### src/rtl/retro_bram_arbiter.sv
// Two-port arbiter onto a single BRAM port; round-robin by default, port-0 priority with
// starvation limit when RETRO_BRAM_ARB_PRIORITY_EN is defined. Grant is same-cycle (0 latency),
// read data returns 1 cycle after grant. Backpressure: a requester holds its request until ReqReady.
module retro_bram_arbiter #(
    parameter int AddressBusWidth = 12,
    parameter int DataBusWidth    = 1,
    parameter int MaxWait         = 4
) (
    input  logic                         Clk,
    input  logic                         Reset_n,
    input  logic [1:0]                   ReqAccess,
    input  logic [2*DataBusWidth-1:0]    ReqWrite,
    input  logic [2*AddressBusWidth-1:0] ReqAddress,
    input  logic [16*DataBusWidth-1:0]   ReqDToTarget,
    output logic [1:0]                   ReqReady,
    output logic [1:0]                   ReqDataReady,
    output logic [8*DataBusWidth-1:0]    ReqDToInitiator,
    output logic                         MemAccess,
    output logic [DataBusWidth-1:0]      MemWrite,
    output logic [AddressBusWidth-1:0]   MemAddress,
    output logic [8*DataBusWidth-1:0]    MemDToTarget,
    input  logic [8*DataBusWidth-1:0]    MemDToInitiator
);

    localparam int DW = DataBusWidth;
    localparam int AW = AddressBusWidth;
    localparam int BW = 8 * DataBusWidth;

    logic [1:0] grant;
    logic       pick_port1;
    logic       sel;
    logic       rd_valid;
    logic       rd_id;

`ifdef RETRO_BRAM_ARB_PRIORITY_EN
    localparam logic [3:0] MaxWaitCnt = 4'(MaxWait);

    logic [3:0] starve_cnt;

    // Port 1 only wins contention once it has been denied MaxWait cycles in a row.
    assign pick_port1 = (starve_cnt == MaxWaitCnt);

    always_ff @(posedge Clk) begin
        if (!Reset_n) begin
            starve_cnt <= 4'd0;
        end else if (ReqAccess[1] && !grant[1]) begin
            starve_cnt <= starve_cnt + 4'd1;
        end else begin
            starve_cnt <= 4'd0;
        end
    end
`else
    logic last;
    logic cfg_unused;

    assign cfg_unused = (MaxWait > 15);
    assign pick_port1 = (last == 1'b0);

    // Reset value 1 lets port 0 win the first contention.
    always_ff @(posedge Clk) begin
        if (!Reset_n) begin
            last <= 1'b1;
        end else if (|grant) begin
            last <= grant[1];
        end
    end
`endif

    always_comb begin
        grant = 2'b00;
        if (Reset_n) begin
            unique case (ReqAccess)
                2'b01:   grant = 2'b01;
                2'b10:   grant = 2'b10;
                2'b11:   grant = pick_port1 ? 2'b10 : 2'b01;
                default: grant = 2'b00;
            endcase
        end
    end

    assign sel          = grant[1];
    assign ReqReady     = grant;
    assign MemAccess    = |grant;
    assign MemWrite     = MemAccess ? (sel ? ReqWrite[DW +: DW] : ReqWrite[0 +: DW]) : '0;
    assign MemAddress   = sel ? ReqAddress[AW +: AW] : ReqAddress[0 +: AW];
    assign MemDToTarget = sel ? ReqDToTarget[BW +: BW] : ReqDToTarget[0 +: BW];

    // Read data is shared; only the DataReady strobe identifies the owner.
    assign ReqDToInitiator = MemDToInitiator;
    assign ReqDataReady    = (Reset_n && rd_valid) ? (rd_id ? 2'b10 : 2'b01) : 2'b00;

    always_ff @(posedge Clk) begin
        if (!Reset_n) begin
            rd_valid <= 1'b0;
            rd_id    <= 1'b0;
        end else begin
            rd_valid <= MemAccess && (MemWrite == '0);
            rd_id    <= sel;
        end
    end

endmodule

### config.mk
export PLATFORM = sky130hd
export DESIGN_NAME = retro_bram_arbiter
export DESIGN_NICKNAME = d
export VERILOG_FILES = /design/src/rtl/retro_bram_arbiter.sv
export SDC_FILE = /design/constraint.sdc
export NUM_CORES = 1
export LEC_CHECK = 0
export BUFFER_PORTS_ARGS = -buffer_cell sky130_fd_sc_hd__buf_4
export CAP_MARGIN = 40
export CORE_MARGIN = 5
export CORE_UTILIZATION = 25
export CTS_CLUSTER_DIAMETER = 150
export CTS_CLUSTER_SIZE = 20
export DETAILED_ROUTE_END_ITERATION = 8
export PLACE_DENSITY = 0.72
export REMOVE_ABC_BUFFERS = 1
export SYNTH_ARGS = -nofsm -noshare
export SYNTH_HDL_FRONTEND = slang
export SYNTH_SLANG_ARGS = --single-unit
### constraint.sdc
create_clock -name Clk -period 1.2 [get_ports Clk]
set_clock_uncertainty 0.05 [all_clocks]
set_input_delay 0.24 -clock Clk [delete_from_list [all_inputs] [get_ports Clk]]
set_output_delay 0.24 -clock Clk [all_outputs]
set_load 0.05 [all_outputs]
==> metrics.md, run 1 <==
| Metric | Value |
|---|---|
| RSZ-0062 raised after global routing | true |
| Fillers | 190 |
| CTS buffer count | 3 |
| Final-report max-slew violation count | 0 |
| GPL Wtd Cong | 0.808 |
| Rows | 17 |
| DR WL/cell | 16.0 um |
| Placed insts | 145 |
| Initial antenna violation count | 0 |
| Final Power | 0.996 mW |
| Largest net degree at the start of global routing | 10 |
| Final WS setup | -0.473 ns |
| Layout Cells excl Fill | 154 |
| Critical path's largest stage delay | about 0.33 ns |
| Post-Syn Instances | 53 |
| Crit path DAT | around 1.4 ns |
| Initial Util | 0.257 |
| Post-synth top area share | 0.485 |
| RR Startpoint | last |
| Status | finished with violations |
| Core ar. | 2170 um2 |
| Crit path capture type | primary output |
| Share of post-route cells with drive strength above 1 | 0.913 |
| Diode count | 0 |
| Worst Path Buf+Inv | 2 |
| DRT Wirelength | around 2500 um |
| GR Util All Layers | 0.149 |
| P per Cell Area | 745 nW/um2 |
| Die footprint | 3270 um2 |
| Layout Nets | around 180 |
| Vias in the first global route | a little over 800 |
| Slew @ Worst Pin | 0.136 ns |
| CTS Sinks | 3 |
| Fin crit share | 1.39 |
| Worst hold start | ReqAccess[1] |
| VDD IR max | 0.000354 V |
| Syn Area/Cell | 10.5 um2 |
| Hold Vio Cnt, Final | 0 |
| Req. time, crit path | 0.91 ns |
| Critical path type | reg2out |
| DR vias | 708 |
| Final Util | 0.616 |
| Worst Hold Class | in2reg |
| CTS tree | built |
| Clock slew at reported path FFs | 0.04 ns |
| Register bit total from synthesis | 3 |
| CTS H-Tree Depth | 1 |
| Mapped Area | 557 um2 |
| Area contributors post-synth | mux2_4 49%, buf_4 12%, dfxtp_1 11% |
| Final setup violation count | 23 |
| Drt pass-1 iters | 2 |
| P_leak | 0.727 nW |
| Worst Setup SP | last |
| Clock Tree Root | clkbuf_4 |
| Clock Latency Late Sink | approximately 0.23 ns |
| Post-synthesis sequential area ratio | 0.108 |
| Synth warn | 0 |
| Hold Buf Count CTS | 0 |
| Die extent in y | about 57 um |
| Area delta synth->final | 140% |
| Max_cap viols | 0 |
| Buffers on Ports | between 70 and 80 |
| Width of the chip | 57.2 um |
| Area leader, netlist | mux2_4 |
| Highest-delay cell along the critical path | dfxtp_2 |
| Total gr overflow | 0 |
| Via-per-instance ratio | 4.60 |
| Crit path cell chain | nand2_4, nand3_4, buf_16, mux2_4, buf_8 |
| Ports | 88 |
| Sequential Area | between 60 and 70 um2 |
| Failing checks | setup timing |
| Max FO, Critical Path | 7 |
| Slew headroom | 0.909 |
| Setup crit start kind | register |
| DRC viols | 0 |
| Crit path time final | about 1.7 ns |
| Global-route wire length before repair | between 3000 and 4000 um |
| CTS Buffer Depth | 2 |
| DRT iter0 DRCs | 3 |
| Top cell family by delay on the critical path | flip-flops |
| Multi-input gate area | 433 um2 |
| Count of different cell masters after synthesis | 17 |
| ANT nets after route | 0 |
| Max Clock Freq | 0.598 GHz |
stage by stage:
stage / cell area (um2) / setup WS, ns / hold slack [ns] / setup TNS [ns]
4_1_cts: 1280 / -0.499 / 0.232 / -10.65
3_5_place_dp: 1080 / -0.349 / 0.431 / -6.64
2_1_floorplan: 467 / -0.682 / 0.252 / -5.98
6_report: 1340 / -0.473 / 0.244 / -10.23
3_3_place_gp: 1080 / -0.317 / 0.431 / -6.18
5_1_grt: 1340 / -0.522 / 0.256 / -11.29
Yosys cell counts (all sizes together):
| cell type | number |
|---|---|
| nand3 | 1 |
| mux2 | 20 |
| or2b | 1 |
| inv | 2 |
| buf | 11 |
| nand2b | 1 |
| nand2 | 5 |
| o21ai | 3 |
| nand4b | 1 |
| nor2 | 1 |
| o21a | 1 |
| dfxtp | 3 |
| and3 | 2 |
| nand4 | 1 |
path summary, 6_finish.rpt:
| path | to | slack [ns] | cells past startpoint |
|---|---|---|---|
| worst max-delay path | MemAddress[5] | -0.47 | 5 |
| worst min register to register | last | 0.57 | 3 |
| worst max register to register | rd_valid | 0.05 | 5 |
| worst min-delay path | last | 0.24 | 3 |
report_power, final:
group          internal [mW]  total [mW]  switching, mW
Sequential             0.108       0.114        0.00523
Combinational          0.351       0.706          0.355
Clock                  0.125       0.177         0.0520
flip-flops by register name, summed over array words and instances, names as in the netlist:
register and flops:
rd_valid 1, rd_id 1, last 1
layer usage:
layer,GRT usage,vias to the layer above,share of wire
met5,0,-,0
met4,0.0894,0,0.042
met3,0.0430,10,0.069
met2,0.297,42,0.62
met1,0.127,332,0.27
li1,-,324,-
repair_timing:
item,4_1_cts,5_1_grt
setup buffers,2,2
gates resized for setup,38,14
gates cloned,1,0
pin swaps,5,5
endpoints found under the setup margin,23,25
worst reg2reg max path, stage by stage (launching register included):
cell and delay (ns):
dfxtp_2 0.33, buf_4 0.13, or2b_1 0.25, nand2_2 0.09, buf_4 0.10, o21ai_0 0.07
layout make-up:
type,instances,share of cell area
Inverter,2,0.00749
Multi-Input combinational cell,37,0.324
Timing Repair Buffer,80,0.575
Clock buffer,4,0.0197
Tap cell,28,0.0262
Sequential cell,3,0.0478
cells by family after synthesis:
kind of cell,synth area share
multiplexers,0.526
flip-flops,0.108
AO/OA/AOI/OAI,0.0404
AND/OR/NAND/NOR,0.151
buffers and inverters,0.175
cell usage in the layout, fill, tap and decap left out, types with 2 or more instances in the layout:
cell	Yosys	routed
buf_8	0	9
nand2_1	4	2
dfxtp_2	0	3
buf_4	9	51
mux2_4	18	20
clkbuf_4	0	3
and3_4	0	2
buf_6	2	18
o21ai_0	3	2
nand2_2	1	2
Note: power is estimated with default switching activity, not from simulation.
==> run 2: changes to the inputs <==
- MAX_ROUTING_LAYER: unset -> met4
==> run 2 against run 1 <==
The flow still finishes with violations (setup timing). Fmax hardly changed. Register-to-register slack hardly changed. Count of clock-buffer cells in the layout stayed put. First-iteration DRC count stayed put. Worst setup slack is essentially flat. Critical path depth unchanged. Power barely moved. Flip-flop and latch count is the same. Sequential power is essentially flat. Via count fell by 0.14%. Global-route usage increased by 0.45 points. Clock power barely moved. Critical endpoint is now MemDToTarget[7].
==> metrics.md, run 2 (synthesized netlist as in run 1, its figures left out) <==
| Metric | Value |
|---|---|
| Status | finished with violations (unchanged) |
| Failing checks | setup timing (unchanged) |
| Final WS setup | -0.474 ns (was -0.473 ns) |
| RSZ-0062 raised after global routing | true (unchanged) |
| Ports | 88 (unchanged) |
| Most frequent cells in the layout | 51 x buf_4, 20 x mux2_4, 18 x buf_6 (unchanged) |
| CTS Buffer Depth | 2 (unchanged) |
| Final-report max-slew violation count | 0 (unchanged) |
| Placed insts | 145 (unchanged) |
| Worst Hold Class | in2reg (unchanged) |
| Clock Latency Late Sink | 0.23 ns (about the same) |
| DRT iter0 DRCs | 3 (unchanged) |
| Slew headroom | 0.909 (unchanged) |
| P per Cell Area | 746 nW/um2 (was 745 nW/um2) |
| Share of post-route cells with drive strength above 1 | 0.913 (unchanged) |
| DR vias | 707 (was 708) |
| Diode count | 0 (unchanged) |
| Clock Tree Root | clkbuf_4 (unchanged) |
| Max Clock Freq | 0.598 GHz (about the same) |
| Fin Hold WS | 0.244 ns (about the same) |
| Req. time, crit path | 0.91 ns (about the same) |
| CTS tree | built (unchanged) |
| P_leak | 0.727 nW (unchanged) |
| Vias in the first global route | 809 (unchanged) |
| Max FO, Critical Path | 7 (unchanged) |
| Initial Util | 0.257 (unchanged) |
| Post-route design area | 1340 um2 (unchanged) |
| Crit path DAT | 1.38 ns (about the same) |
| Layout Nets | 181 (unchanged) |
| Core ar. | 2170 um2 (unchanged) |
| Buffers on Ports | 71 (unchanged) |
| DR WL/cell | 16.1 um (was 16.0 um) |
| ANT nets after route | 0 (unchanged) |
| Slew @ Worst Pin | 0.136 ns (unchanged) |
| Final setup violation count | 23 (unchanged) |
| Rows | 17 (unchanged) |
| Commonest non-fill, non-tap cell in the layout | buf_4 (unchanged) |
| Die footprint | 3270 um2 (unchanged) |
| GR Util All Layers | 0.154 (was 0.149) |
| Largest net degree at the start of global routing | 10 (unchanged) |
| CTS H-Tree Depth | 1 (unchanged) |
| Fillers | 190 (unchanged) |
| Area delta synth->final | 140% (unchanged) |
| Drt pass-1 iters | 2 (unchanged) |
| Setup crit start kind | register (unchanged) |
| Crit path capture type | primary output (unchanged) |
| Post-DP Area | 1080 um2 (unchanged) |
| VDD IR max | 0.000356 V (was 0.000354 V) |
| DRT Wirelength | 2470 um (about the same) |
| Hold Vio Cnt, Final | 0 (unchanged) |
| CTS buffer count | 3 (unchanged) |
| Clock slew at reported path FFs | 0.04 ns (about the same) |
| Via-per-instance ratio | 4.59 (was 4.60) |
| Global-route wire length before repair | 3780 um (unchanged) |
| DRC viols | 0 (unchanged) |
| Largest regs | last x1, rd_id x1, rd_valid x1 (unchanged) |
| Hold Buf Count CTS | 0 (unchanged) |
| Width of the chip | 57.2 um (unchanged) |
| Critical path type | reg2out (unchanged) |
| Crit path time final | 1.67 ns (about the same) |
| Die extent in y | 57.2 um (unchanged) |
| Max_cap viols | 0 (unchanged) |
| Total gr overflow | 0 (unchanged) |
| CTS Sinks | 3 (unchanged) |
| Fin crit share | 1.39 (about the same) |
| Initial antenna violation count | 0 (unchanged) |
| GPL Wtd Cong | 0.820 (was 0.808) |
| Layout Cells excl Fill | 154 (unchanged) |
-- run 2: cell counts in the layout (fill, tap and decap cells not counted) --
No cell type changed its count.
-- run 2: layout make-up --
type | instances | area (um2) | share of cell area
Timing Repair Buffer | 80 | 768 | 0.575
Tap cell | 28 | 35.0 | 0.0262
Multi-Input combinational cell | 37 | 433 | 0.324
Sequential cell | 3 | 63.8 | 0.0478
Inverter | 2 | 10.0 | 0.00749
Clock buffer | 4 | 26.3 | 0.0197
-- run 2: worst paths after layout --
| path | cells after the start | slack, ns | end | startpoint |
|---|---|---|---|---|
| worst max register to register | 5 | 0.05 | rd_valid | last |
| worst min-delay path | 3 | 0.24 | last | ReqAccess[1] |
| worst max-delay path | 5 | -0.47 | MemDToTarget[7] | last |
| worst min register to register | 3 | 0.57 | last | last |
-- run 2: what timing repair did --
action | 4_1_cts | 5_1_grt
endpoints found under the setup margin | 23 | 25
cloned | 1 | 0
pin swaps | 5 | 5
gates resized for setup | 38 | 14
buffers inserted | 2 | 2
-- run 2: where the power goes --
part	internal, mW	leakage (nW)	switching (mW)
registers	0.108	0.0253	0.00523
logic	0.351	0.687	0.355
clock network	0.125	0.0150	0.0524
-- run 2: through the flow --
stage / setup slack [ns] / total power [mW] / TNS [ns] / util
floorplan: -0.682 / 0.468 / -5.98 / -
global placement: -0.317 / 0.694 / -6.18 / 0.497
detailed placement: -0.349 / 0.707 / -6.64 / 0.497
CTS: -0.499 / 0.982 / -10.65 / 0.589
global route: -0.522 / 1.04 / -11.29 / 0.616
finish: -0.474 / 0.996 / -10.23 / 0.616
-- run 2: critical path: stages (launching register included) --
cell and delay, ns:
dfxtp_2 0.33, nand2_4 0.07, nand3_4 0.12, buf_12 0.18
mux2_4 0.30, buf_8 0.15
-- run 2: routing by layer --
metal | up-vias | track usage | share of wire | routed length [um]
met5 | - | - | 0 | 0
met4 | 0 | 0.0894 | 0.039 | 97
met3 | 8 | 0.0407 | 0.067 | 165
met2 | 42 | 0.297 | 0.62 | 1540
met1 | 333 | 0.129 | 0.27 | 664
li1 | 324 | - | - | -
